==> src/rtl/rotary_input_conditioner.sv <==
// Rotary encoder / push-button front end: 2-FF sync, per-input debounce, quadrature detent decode,
// and a stretched rot_event pulse with a one-deep pending slot.
//
//   state | meaning
//   REST  | at detent, AB = 11
//   CW1   | CW started, AB = 01
//   CW2   | CW midway, AB = 00
//   CW3   | CW last quarter, AB = 10; 11 completes a CW detent
//   CCW1  | CCW started, AB = 10
//   CCW2  | CCW midway, AB = 00
//   CCW3  | CCW last quarter, AB = 01; 11 completes a CCW detent
//   ERR   | illegal jump seen, waiting for AB = 11
module rotary_input_conditioner #(
  parameter int DEBOUNCE_CYCLES = 50000,
  parameter int CNT_W           = 16,
  parameter int EVENT_HOLD      = 4
) (
  input  logic clk,
  input  logic rst_n,
  input  logic rot_a,
  input  logic rot_b,
  input  logic rot_press,
  output logic rot_event,
  output logic rot_dir,
  output logic pb_level,
  output logic pb_pulse,
  output logic evt_overflow
);

  typedef enum logic [2:0] {REST, CW1, CW2, CW3, CCW1, CCW2, CCW3, ERR} quad_state_t;

  localparam logic [2:0] RAW_IDLE = 3'b110;  // {a, b, press}
  localparam int HOLD_W = (EVENT_HOLD > 1) ? $clog2(EVENT_HOLD) : 1;
  localparam logic [HOLD_W-1:0] HOLD_LOAD = HOLD_W'(EVENT_HOLD - 1);
  localparam logic [CNT_W-1:0] DEB_LAST = CNT_W'(DEBOUNCE_CYCLES - 1);

  logic [2:0]       sync1, sync2, deb, deb_load;
  logic [CNT_W-1:0] cnt [3];
  logic [1:0]       ab;
  quad_state_t      state, state_nxt;
  wire              det_cw, det_ccw;
  logic             detent;
  logic             pending, pend_dir;
  logic [HOLD_W-1:0] hold_cnt;

  always_ff @(posedge clk or negedge rst_n) begin
    if (!rst_n) begin
      sync1 <= RAW_IDLE;
      sync2 <= RAW_IDLE;
    end else begin
      sync1 <= {rot_a, rot_b, rot_press};
      sync2 <= sync1;
    end
  end

  always_comb begin
    deb_load = '0;
    for (int i = 0; i < 3; i++) begin
      deb_load[i] = (sync2[i] != deb[i]) && (cnt[i] == DEB_LAST);
    end
  end

  always_ff @(posedge clk or negedge rst_n) begin
    if (!rst_n) begin
      deb <= RAW_IDLE;
      for (int i = 0; i < 3; i++) cnt[i] <= '0;
    end else begin
      for (int i = 0; i < 3; i++) begin
        if (sync2[i] == deb[i]) begin
          cnt[i] <= '0;
        end else if (deb_load[i]) begin
          deb[i] <= sync2[i];
          cnt[i] <= '0;
        end else begin
          cnt[i] <= cnt[i] + 1'b1;
        end
      end
    end
  end

  assign ab       = deb[2:1];
  assign pb_level = deb[0];

  always_ff @(posedge clk or negedge rst_n) begin
    if (!rst_n) pb_pulse <= 1'b0;
    else        pb_pulse <= deb_load[0] & sync2[0];
  end

  always_ff @(posedge clk or negedge rst_n) begin
    if (!rst_n) state <= REST;
    else        state <= state_nxt;
  end

  always_comb begin
    state_nxt = state;
    case (state)
      REST: case (ab)
        2'b01:   state_nxt = CW1;
        2'b10:   state_nxt = CCW1;
        2'b00:   state_nxt = ERR;
        default: ;
      endcase
      CW1: case (ab)
        2'b00:   state_nxt = CW2;
        2'b11:   state_nxt = REST;
        2'b10:   state_nxt = ERR;
        default: ;
      endcase
      CW2: case (ab)
        2'b10:   state_nxt = CW3;
        2'b01:   state_nxt = CW1;
        2'b11:   state_nxt = REST;
        default: ;
      endcase
      CW3: case (ab)
        2'b11:   state_nxt = REST;
        2'b00:   state_nxt = CW2;
        2'b01:   state_nxt = ERR;
        default: ;
      endcase
      CCW1: case (ab)
        2'b00:   state_nxt = CCW2;
        2'b11:   state_nxt = REST;
        2'b01:   state_nxt = ERR;
        default: ;
      endcase
      CCW2: case (ab)
        2'b01:   state_nxt = CCW3;
        2'b10:   state_nxt = CCW1;
        2'b11:   state_nxt = REST;
        default: ;
      endcase
      CCW3: case (ab)
        2'b11:   state_nxt = REST;
        2'b00:   state_nxt = CCW2;
        2'b10:   state_nxt = ERR;
        default: ;
      endcase
      ERR:     if (ab == 2'b11) state_nxt = REST;
      default: state_nxt = REST;
    endcase
  end

  // Detent is flagged while the FSM still sits in its last quarter, so rot_event rises one edge after AB returns to 11.
  assign det_cw  = (state == CW3)  && (ab == 2'b11);
  assign det_ccw = (state == CCW3) && (ab == 2'b11);
  assign detent  = det_cw | det_ccw;

  always_ff @(posedge clk or negedge rst_n) begin
    if (!rst_n) begin
      rot_event    <= 1'b0;
      rot_dir      <= 1'b0;
      hold_cnt     <= '0;
      pending      <= 1'b0;
      pend_dir     <= 1'b0;
      evt_overflow <= 1'b0;
    end else begin
      if (rot_event) begin
        if (hold_cnt == '0) rot_event <= 1'b0;
        else                hold_cnt  <= hold_cnt - 1'b1;
      end else if (pending) begin
        rot_event <= 1'b1;
        rot_dir   <= pend_dir;
        hold_cnt  <= HOLD_LOAD;
        pending   <= 1'b0;
      end else if (detent) begin
        rot_event <= 1'b1;
        rot_dir   <= det_cw;
        hold_cnt  <= HOLD_LOAD;
      end
      // A detent that cannot go out now is parked; a full slot (even one being drained this edge) drops it.
      if (detent && (rot_event || pending)) begin
        if (pending) begin
          evt_overflow <= 1'b1;
        end else begin
          pending  <= 1'b1;
          pend_dir <= det_cw;
        end
      end
    end
  end

endmodule
==> config.mk <==
export PLATFORM = sky130hd
export DESIGN_NAME = rotary_input_conditioner
export DESIGN_NICKNAME = d
export VERILOG_FILES = /design/src/rtl/rotary_input_conditioner.sv
export SDC_FILE = /design/constraint.sdc
export NUM_CORES = 1
export LEC_CHECK = 0
export ABC_CLOCK_PERIOD_IN_PS = 1930
export CAP_MARGIN = 20
export CORE_UTILIZATION = 55
export DETAILED_ROUTE_END_ITERATION = 6
export PLACE_DENSITY = 0.75
export SLEW_MARGIN = 25
export SYNTH_ARGS = -nofsm -noshare
export SYNTH_HDL_FRONTEND = slang
export SYNTH_SLANG_ARGS = --single-unit
==> constraint.sdc <==
create_clock -name clk -period 1.93 [get_ports clk]
set_input_delay 0.2895 -clock clk [delete_from_list [all_inputs] [get_ports clk]]
set_output_delay 0.2895 -clock clk [all_outputs]
set_load 0.05 [all_outputs]
# After elaboration in Yosys (flattened, before gate mapping)
# Index checks and enable logic that the tools add are counted.
# W data, S select, Z words.
dict set report word_totals {
  regBits 68
  inputBits 5
  output_inout_bits 5
  word_cells 103
}
dict set report classes {
  addsub 4
  n_eq_ne 28
  n_mux 28
  n_bitwise 7
  n_reduce_logical 20
}
# operator count
set op_table {}
lappend op_table {{$mux W16} 6}
lappend op_table {{$pmux W3 S3} 7}
lappend op_table {{$add A16 B1 Y16 const B} 3}
lappend op_table {{$eq A16 B16 Y1 const B} 3}
lappend op_table {{$pmux W3 S8} 1}
lappend op_table {{$ne A4 B4 Y1 const B} 5}
lappend op_table {{$reduce_and A2 Y1} 7}
lappend op_table {{$eq A3 B3 Y1 const B} 4}
lappend op_table {{$mux W1} 9}
lappend op_table {{$mux W2} 4}
lappend op_table {{$ne A4 B2 Y1 const B} 2}
lappend op_table {{$reduce_and A8 Y1} 1}
lappend op_table {{$eq A3 B2 Y1 const B} 2}
lappend op_table {{$logic_and A1 B1 Y1} 6}
lappend op_table {{$not A1 Y1} 5}
lappend op_table {{$eq A2 B2 Y1 const B} 2}
lappend op_table {{$logic_not A2 Y1} 2}
lappend op_table {{$ne A2 B2 Y1 const B} 2}
lappend op_table {{$eq A1 B1 Y1} 3}
lappend op_table {{$eq A3 B1 Y1 const B} 1}
lappend op_table {{$logic_not A3 Y1} 1}
lappend op_table {{$mux W3} 1}
lappend op_table {{$ne A1 B1 Y1} 3}
lappend op_table {{$reduce_bool A3 Y1} 1}
lappend op_table {{other kinds (6)} 6}

# Logic depth before layout (Yosys ltp)
# Gate-level depths: netlist (run 1).
dict set report depth {
  depth_word 6
  depth_mapped 7
  ltp_nobuf 6
}

# Worst setup path after synthesis (run 1)
# No wires, ideal clock.
dict set report synth_path {
  kind {register to register}
  from {reg deb[1]}
  to {reg state[2]}
  setup_ps 125
  arrival_ps 1798
  required_time_ps 1805
  setup_slack_ps 7
  stages_incl_launch_ff 7
  n_path_buf 0
  synth_period_minus_slack_ps 1923
  path_cell_list {dfstp_2 -> inv_1 -> ha_1 -> or2_2 -> a221oi_1 -> o21ai_0 -> mux2_2}
}
dict set report synth_via {
  elab_chain_len 3
  word_cells_on_any_way 20
}
# item line
set synth_lines {}
lappend synth_lines {{start: declaration} 37} ;# logic [2:0] sync1, sync2, deb, deb_load;
lappend synth_lines {{start signal: indexed assignment} 72} ;# deb[i] <= sync2[i];
lappend synth_lines {{$eq A2 B2 Y1, or another cell as far along} n/a}
lappend synth_lines {{$pmux W3 S3, or another cell as far along} 133} ;# CCW3: case (ab)
lappend synth_lines {{$pmux W3 S8 / $reduce_and A8 Y1 (equally long branches)} n/a}
lappend synth_lines {{end signal: assignment} 91} ;# else state <= state_nxt;
lappend synth_lines {{end: declaration} 40} ;# quad_state_t state, state_nxt;
# Several ways; a longest one is shown, not always the timed one. The select of a mux whose other input is x is not followed.
# A chain may end at the register's enable or synchronous reset.

# Worst setup path after layout (run 1)
# Ends and elaborated chain as after synthesis.

==> summary.md, run 1 <==
| Metric | Value |
|---|---|
| Synth warn | `0` |
| Routed Antenna Nets | `0` |
| Total CTS buffers | `9` |
| Total global routing overflow | `0` |
| Via Count | `between 2k and 3k` |
| Iter 0 DRT Violations | `207` |
| H-Tree Depth | `3` |
| Wirelength, routed | `6470 µm` |
| Worst Hold Class | `reg2reg` |
| DIE WIDTH | `81.8 µm` |
| Status | `completed` |
| Cell family with most CP delay | `flip-flops` |
| Slowest CP cell | `dfstp_2` |
| Largest net degree at the start of global routing | `69` |
| Starting Density | `0.581` |
| Peak supply drop | `494 µV` |
| Overall Global Routing Usage | `0.217` |
| Netlist cell types | `48` |
| DR pass1 iterations | `4` |
| Layout cell share with drive strength beyond 1 | `0.172` |
| Detailed-route DRC error count | `0` |
| I/O Buffers | `9` |
| ANT cells | `0` |
| Area Overhead vs Synth | `15.3%` |
| Mapped Nets | `about 370` |
| DP Worst Slack | `-0.0772 ns` |
| Hold Vio Cnt, Final | `0` |
| Crit path DAT | `between 2 and 2.5 ns` |
| Worst Slack Setup Final | `0.0148 ns` |
| First-pass GRT wire length | `10900 µm` |
| Worst stage delay on the critical path | `0.56 ns` |
| Lkg Pwr | `0.00167 µW` |
| Clock sinks | `68` |
| Initial antenna violation count | `0` |
| Maxcap violations | `0` |
| Vias in the first global route | `2470` |
| Max-slew violations | `0` |
| Crit Path Max Fanout | `4` |
| Mean Syn Cell Area | `10.0 µm²` |
| CORE AREA | `6030 µm²` |
| Slew @ Worst Pin | `0.513 ns` |
| Via density | `5.76` |
| Reg clk slew, reported paths | `0.07 ns` |
| DR WL/cell | `14.1 µm` |
| Period utilization | `0.992` |
| PwrDens | `between 600 and 700 nW/µm²` |
| Unrepaired setup endpoints after global routing | `yes` |
| WP data required | `2.16 ns` |
| Synth Instances | `350` |
| Crit path buffers/inverters | `1` |
| Clk_skew | `0.00805 ns` |
| # setup viols final | `0` |
| Clock buffer depth | `2` |
| EDFF count, synth | `0` |
| CTS root buf | `clkbuf_8` |
| Height of the die | `81.8 µm` |
| Crit path time final | `1.92 ns` |
| FF+latch count, synth | `68` |
| CP Launch Type | `register` |
| Die area | `approximately 6700 µm²` |
| Synth Cell Area | `3500 µm²` |
| # IOs | `10` |
| Worst-Skew Late Latency | `0.34 ns` |
| Row cnt | `28` |
| Final non-filler cell area | `a little over 4000 µm²` |
| Final TNS setup | `0 ns` |
| CTS tree | `done` |
| Asr flop ratio synth | `1.00` |
| Nets | `395` |
| Top_reg_cell synth | `dfrtp_1` |
| Critical path cell sequence | `inv_2 -> ha_2 -> or2_2 -> a221oi_1 -> o21ai_0 -> mux2_2` |
| FMAX | `522 MHz` |
| Final Util | `0.670` |
| Type of the worst setup path | `reg2reg` |
| Crit end category | `register` |
| Sequential-to-total area share from yosys stat | `0.488` |
| Post-DP HPWL | `4180 µm` |
| Final GP Congestion | `0.839` |
| Slew headroom | `0.658` |
| Area post-placement | `roughly 3800 µm²` |
-- cells in the final DEF (no fill, tap or decap), drive strengths merged, types with 12 or more instances in the layout --
cell type	instances
o21ai	13
nand2	20
buf	18
xor2	16
ha	12
xnor2	24
clkbuf	13
nand4	13
dfrtp	62
nand3	17
nor2	54
-- state kept, by name (all words and copies together), names as in the netlist --
name / flops
sync1: 3
pb_pulse: 1
rot_dir: 1
deb: 3
evt_overflow: 1
cnt: 48
rot_event: 1
pending: 1
pend_dir: 1
sync2: 3
state: 3
hold_cnt: 2
-- cell families after synthesis --
family	count (synthesis)	synth area share
simple gates	165	0.254
flops	68	0.488
compound gates	37	0.0658
buf+inv	20	0.0232
fa+ha+maj	12	0.0429
xor+xnor	40	0.100
mux	8	0.0254
-- report_power, final --
part | switching (µW) | leakage, µW | internal [µW]
logic | 56.2 | 0.000683 | 34.8
registers | 19.4 | 0.000901 | 1450
clock network | 512 | 0.0000896 | 538
-- per-stage QoR --
| stage | instances | hold slack (ns) | power (µW) |
|---|---|---|---|
| 4_1_cts | 456 | 0.340 | 2650 |
| 2_1_floorplan | 350 | -0.00609 | 1530 |
| 5_1_grt | 458 | 0.347 | 2720 |
| 3_3_place_gp | 438 | 0.334 | 1580 |
| 6_report | 458 | 0.349 | 2610 |
| 3_5_place_dp | 438 | 0.334 | 1590 |
-- final timing paths --
kind	startpoint	endpoint	slack [ns]	cells past startpoint
max	deb[1]$_DFFE_PN1P_	state[2]$_DFFE_PN0P_	0.01	6
min	sync1[0]$_DFF_PN0_	sync2[0]$_DFF_PN0_	0.35	0
max reg2reg	deb[1]$_DFFE_PN1P_	state[2]$_DFFE_PN0P_	0.01	6
min reg2reg	sync1[0]$_DFF_PN0_	sync2[0]$_DFF_PN0_	0.35	0
max in group asynchronous	rst_n	deb[2]$_DFFE_PN1P_	1.08	3
min in group asynchronous	rst_n	state[2]$_DFFE_PN0P_	0.47	3
-- per-layer routing --
metal / wire, µm / share of wire / vias to the layer above / GRT usage
met5: 0 / 0 / - / 0
met4: 92 / 0.014 / 0 / 0.0912
met3: 231 / 0.036 / 9 / 0.0544
met2: 3040 / 0.47 / 51 / 0.344
met1: 3100 / 0.48 / 1288 / 0.283
li1: - / - / 1290 / -
-- synthesized netlist by cell type (all sizes together), types with 6 or more instances --
library cell  count  area [µm²]
or3               7        50.1
nor4              8        50.1
nor4bb            7        70.1
xnor2            24         210
ha               12         150
nand4            13        87.6
nand3            17        90.1
dfstp             6         158
xor2             16         140
mux2              7        78.8
o21ai            13        65.1
nor2             54         203
a21oi            10        50.1
and3              7        45.1
nor3              8        40.0
nand2            20        75.1
inv              10        37.5
dfrtp            62        1550
-- layout make-up --
cell class | count | area (µm²)
Timing Repair Buffer | 27 | 235
Inverter | 10 | 37.5
Tap cell | 75 | 93.8
Sequential cell | 68 | 1710
Clock buffer | 13 | 159
Fill cell | 487 | 1990
Clock inverter | 3 | 21.3
Multi-Input combinational cell | 262 | 1780
-- timing repair --
action | CTS | global route
pin swaps | 1 | 2
resized for setup | 5 | 13
setup endpoints to repair | 4 | 8
endpoints found under the hold margin | 62 | 0
buffers inserted | 1 | 2
hold buffers | 1 | 0
No activity file was read; power rests on OpenSTA's default activity.
==> inputs of run 2 (changes only) <==
- CAP_MARGIN: 20 -> unset
==> results of run 2 <==
Final layout, timing and power as in run 1 (identical DEF).
==> inputs of run 3 (changes only) <==
- CTS_CLUSTER_SIZE: unset -> 20
==> results of run 3 <==
Final layout, timing and power as in run 1 (identical DEF).
==> RTL edit (config.mk and constraints of run 1) <==
The output `pb_pulse` loses its register stage (`pb_pulse` becomes a continuous assignment).
--- a/src/rtl/rotary_input_conditioner.sv
+++ b/src/rtl/rotary_input_conditioner.sv
@@ -81,10 +81,7 @@
   assign ab       = deb[2:1];
   assign pb_level = deb[0];
 
-  always_ff @(posedge clk or negedge rst_n) begin
-    if (!rst_n) pb_pulse <= 1'b0;
-    else        pb_pulse <= deb_load[0] & sync2[0];
-  end
+  assign pb_pulse = deb_load[0] & sync2[0];
 
   always_ff @(posedge clk or negedge rst_n) begin
     if (!rst_n) state <= REST;
Behaviour: same outputs for any inputs over 10 cycles, from zero or initial values and one cycle with rst_n low; that may be too few to reach the edited logic, so the function may still have changed.
==> RTL edit against run 1 <==
- the flow now finishes with violations (setup timing)
- total power increased by 14%
- routed wire length is 16% higher
- setup slack got worse by 150 ps
- sequential cell count fell by 1
- sequential share of layout area shrank 3.3 points
- fmax down 7.4%
- synthesized cell count shrank 5.1%
- clock skew fell by 1.1 ps
- final area up 6.8%
- combinational power down 2.6%
- hold slack worse by 11 ps
- synthesized area decreased by 2.5%
- final cell count grew 0.66%
- largest power group unchanged
- highest routed layer unchanged
==> RTL edit: results (changes against run 1) <==
Status = finished, violations left (was completed)
Failing checks = setup timing
Hold crit path type = primary input to flop (was flop to flop)
Met2 usage = 40.3% (was 34.4%)
Leak pwr = 1.93 nW (was 1.67 nW)
DR WL met3 = 204 um (was 231 um)
Wire length of the first global-routing pass = 11600 um (was 10900 um)
Main area contributors after synthesis = dfrtp_1 45%, xor2_1 7.7%, nor2_1 5.6% (was dfrtp_1 44%, xnor2_1 6.0%, nor2_1 5.8%)
Placed cell areas = 3750 um^2 (about the same)
R2r endpoint = state[0] (was state[2])
Grt met1 use = 30.5% (was 28.3%)
Routability cong. = 0.801 (was 0.839)
Worst skew pair latency = 360 ps (was 340 ps)
Cells on worst reg2reg path = 7 (was 6)
Skew final = 6.91 ps (was 8.05 ps)
Met3 Usage GRT = 4.38% (was 5.44%)
Worst Tran Pin Value = 561 ps (was 513 ps)
CP Max Fanout = 2 (was 4)
Fillers = 415 (was 487)
Layout Cells excl Fill = 461 (was 458)
Vias in the first global route = 2522 (was 2470)
Switch share = 21.8% (was 22.5%)
Detailed Route WL = 7470 um (was 6470 um)
Synth top cells by count = 61 x dfrtp_1, 51 x nor2_1, 30 x xor2_1, 24 x nand2_1, 21 x nand3_1 (was 62 x dfrtp_1, 54 x nor2_1, 24 x xnor2_1, 20 x nand2_1)
Postcts setup bufs = 11 (was 1)
GRT Util Overall = 24.1% (was 21.7%)
Syn_area_per_cell = 10.3 um^2 (was 10.0 um^2)
1st-iter DRT viols = 118 (was 207)
Hold slack = 338 ps (was 349 ps)
Post-DP HPWL = 4140 um (was 4180 um)
Wl on met1 = 3230 um (was 3100 um)
Worst path slowest cell = dfrtp_1 (was dfstp_2)
Nets = 398 (was 395)
Dpl cells = 430 (was 438)
Setup crit end = pb_pulse (was state[2])
Critical Path Max Stage Delay = 380 ps (was 560 ps)
Unique masters post-synth = 47 (was 48)
Fin util = 72.4% (was 67.0%)
Met2 wire len = 3830 um (was 3040 um)
Setup TNS = -400 ps (was 0 ps)
Setup Viol. Count Final = 5 (was 0)
Setup ws final = -139 ps (was 14.8 ps)
Worst Setup SP = cnt[37] (was deb[1])
Combinational share of power = 3.0% (was 3.5%)
DR vias = 2557 (was 2638)
Seq/Total Area, Yosys = 49.3% (was 48.8%)
Cell family with the largest share of critical-path delay = simple AND/OR/NAND/NOR gates (was flip-flops)
Dpl ws = -53.8 ps (was -77.2 ps)
[RTL edit: changes by cell type in the layout (fill, tap and decap cells not counted), moves of 6 or more]
cell / delta
and3_1: +7
a21oi_1: -8
xnor2_1: -8
nor4bb_1: -7
o21ai_0: -6
xor2_1: +14
buf_4: +19
[RTL edit: cell type report]
class	count	share of cell area, %
multi-input combinational	249	42.7
inverter	5	0.435
sequential	67	39.1
timing repair buffer	49	10.0
clock inverter	7	2.70
clock buffer	9	2.87
tap	75	2.18
[RTL edit: cell families after synthesis]
| family | count (synthesis) | synth area share [%] |
|---|---|---|
| AND/OR/NAND/NOR | 164 | 24.9 |
| flip-flops | 67 | 49.3 |
| XOR/XNOR | 46 | 11.8 |
| AO/OA/AOI/OAI | 21 | 4.84 |
| buffers and inverters | 16 | 2.82 |
| adder cells (fa/ha/maj) | 12 | 4.40 |
| multiplexers | 6 | 1.94 |
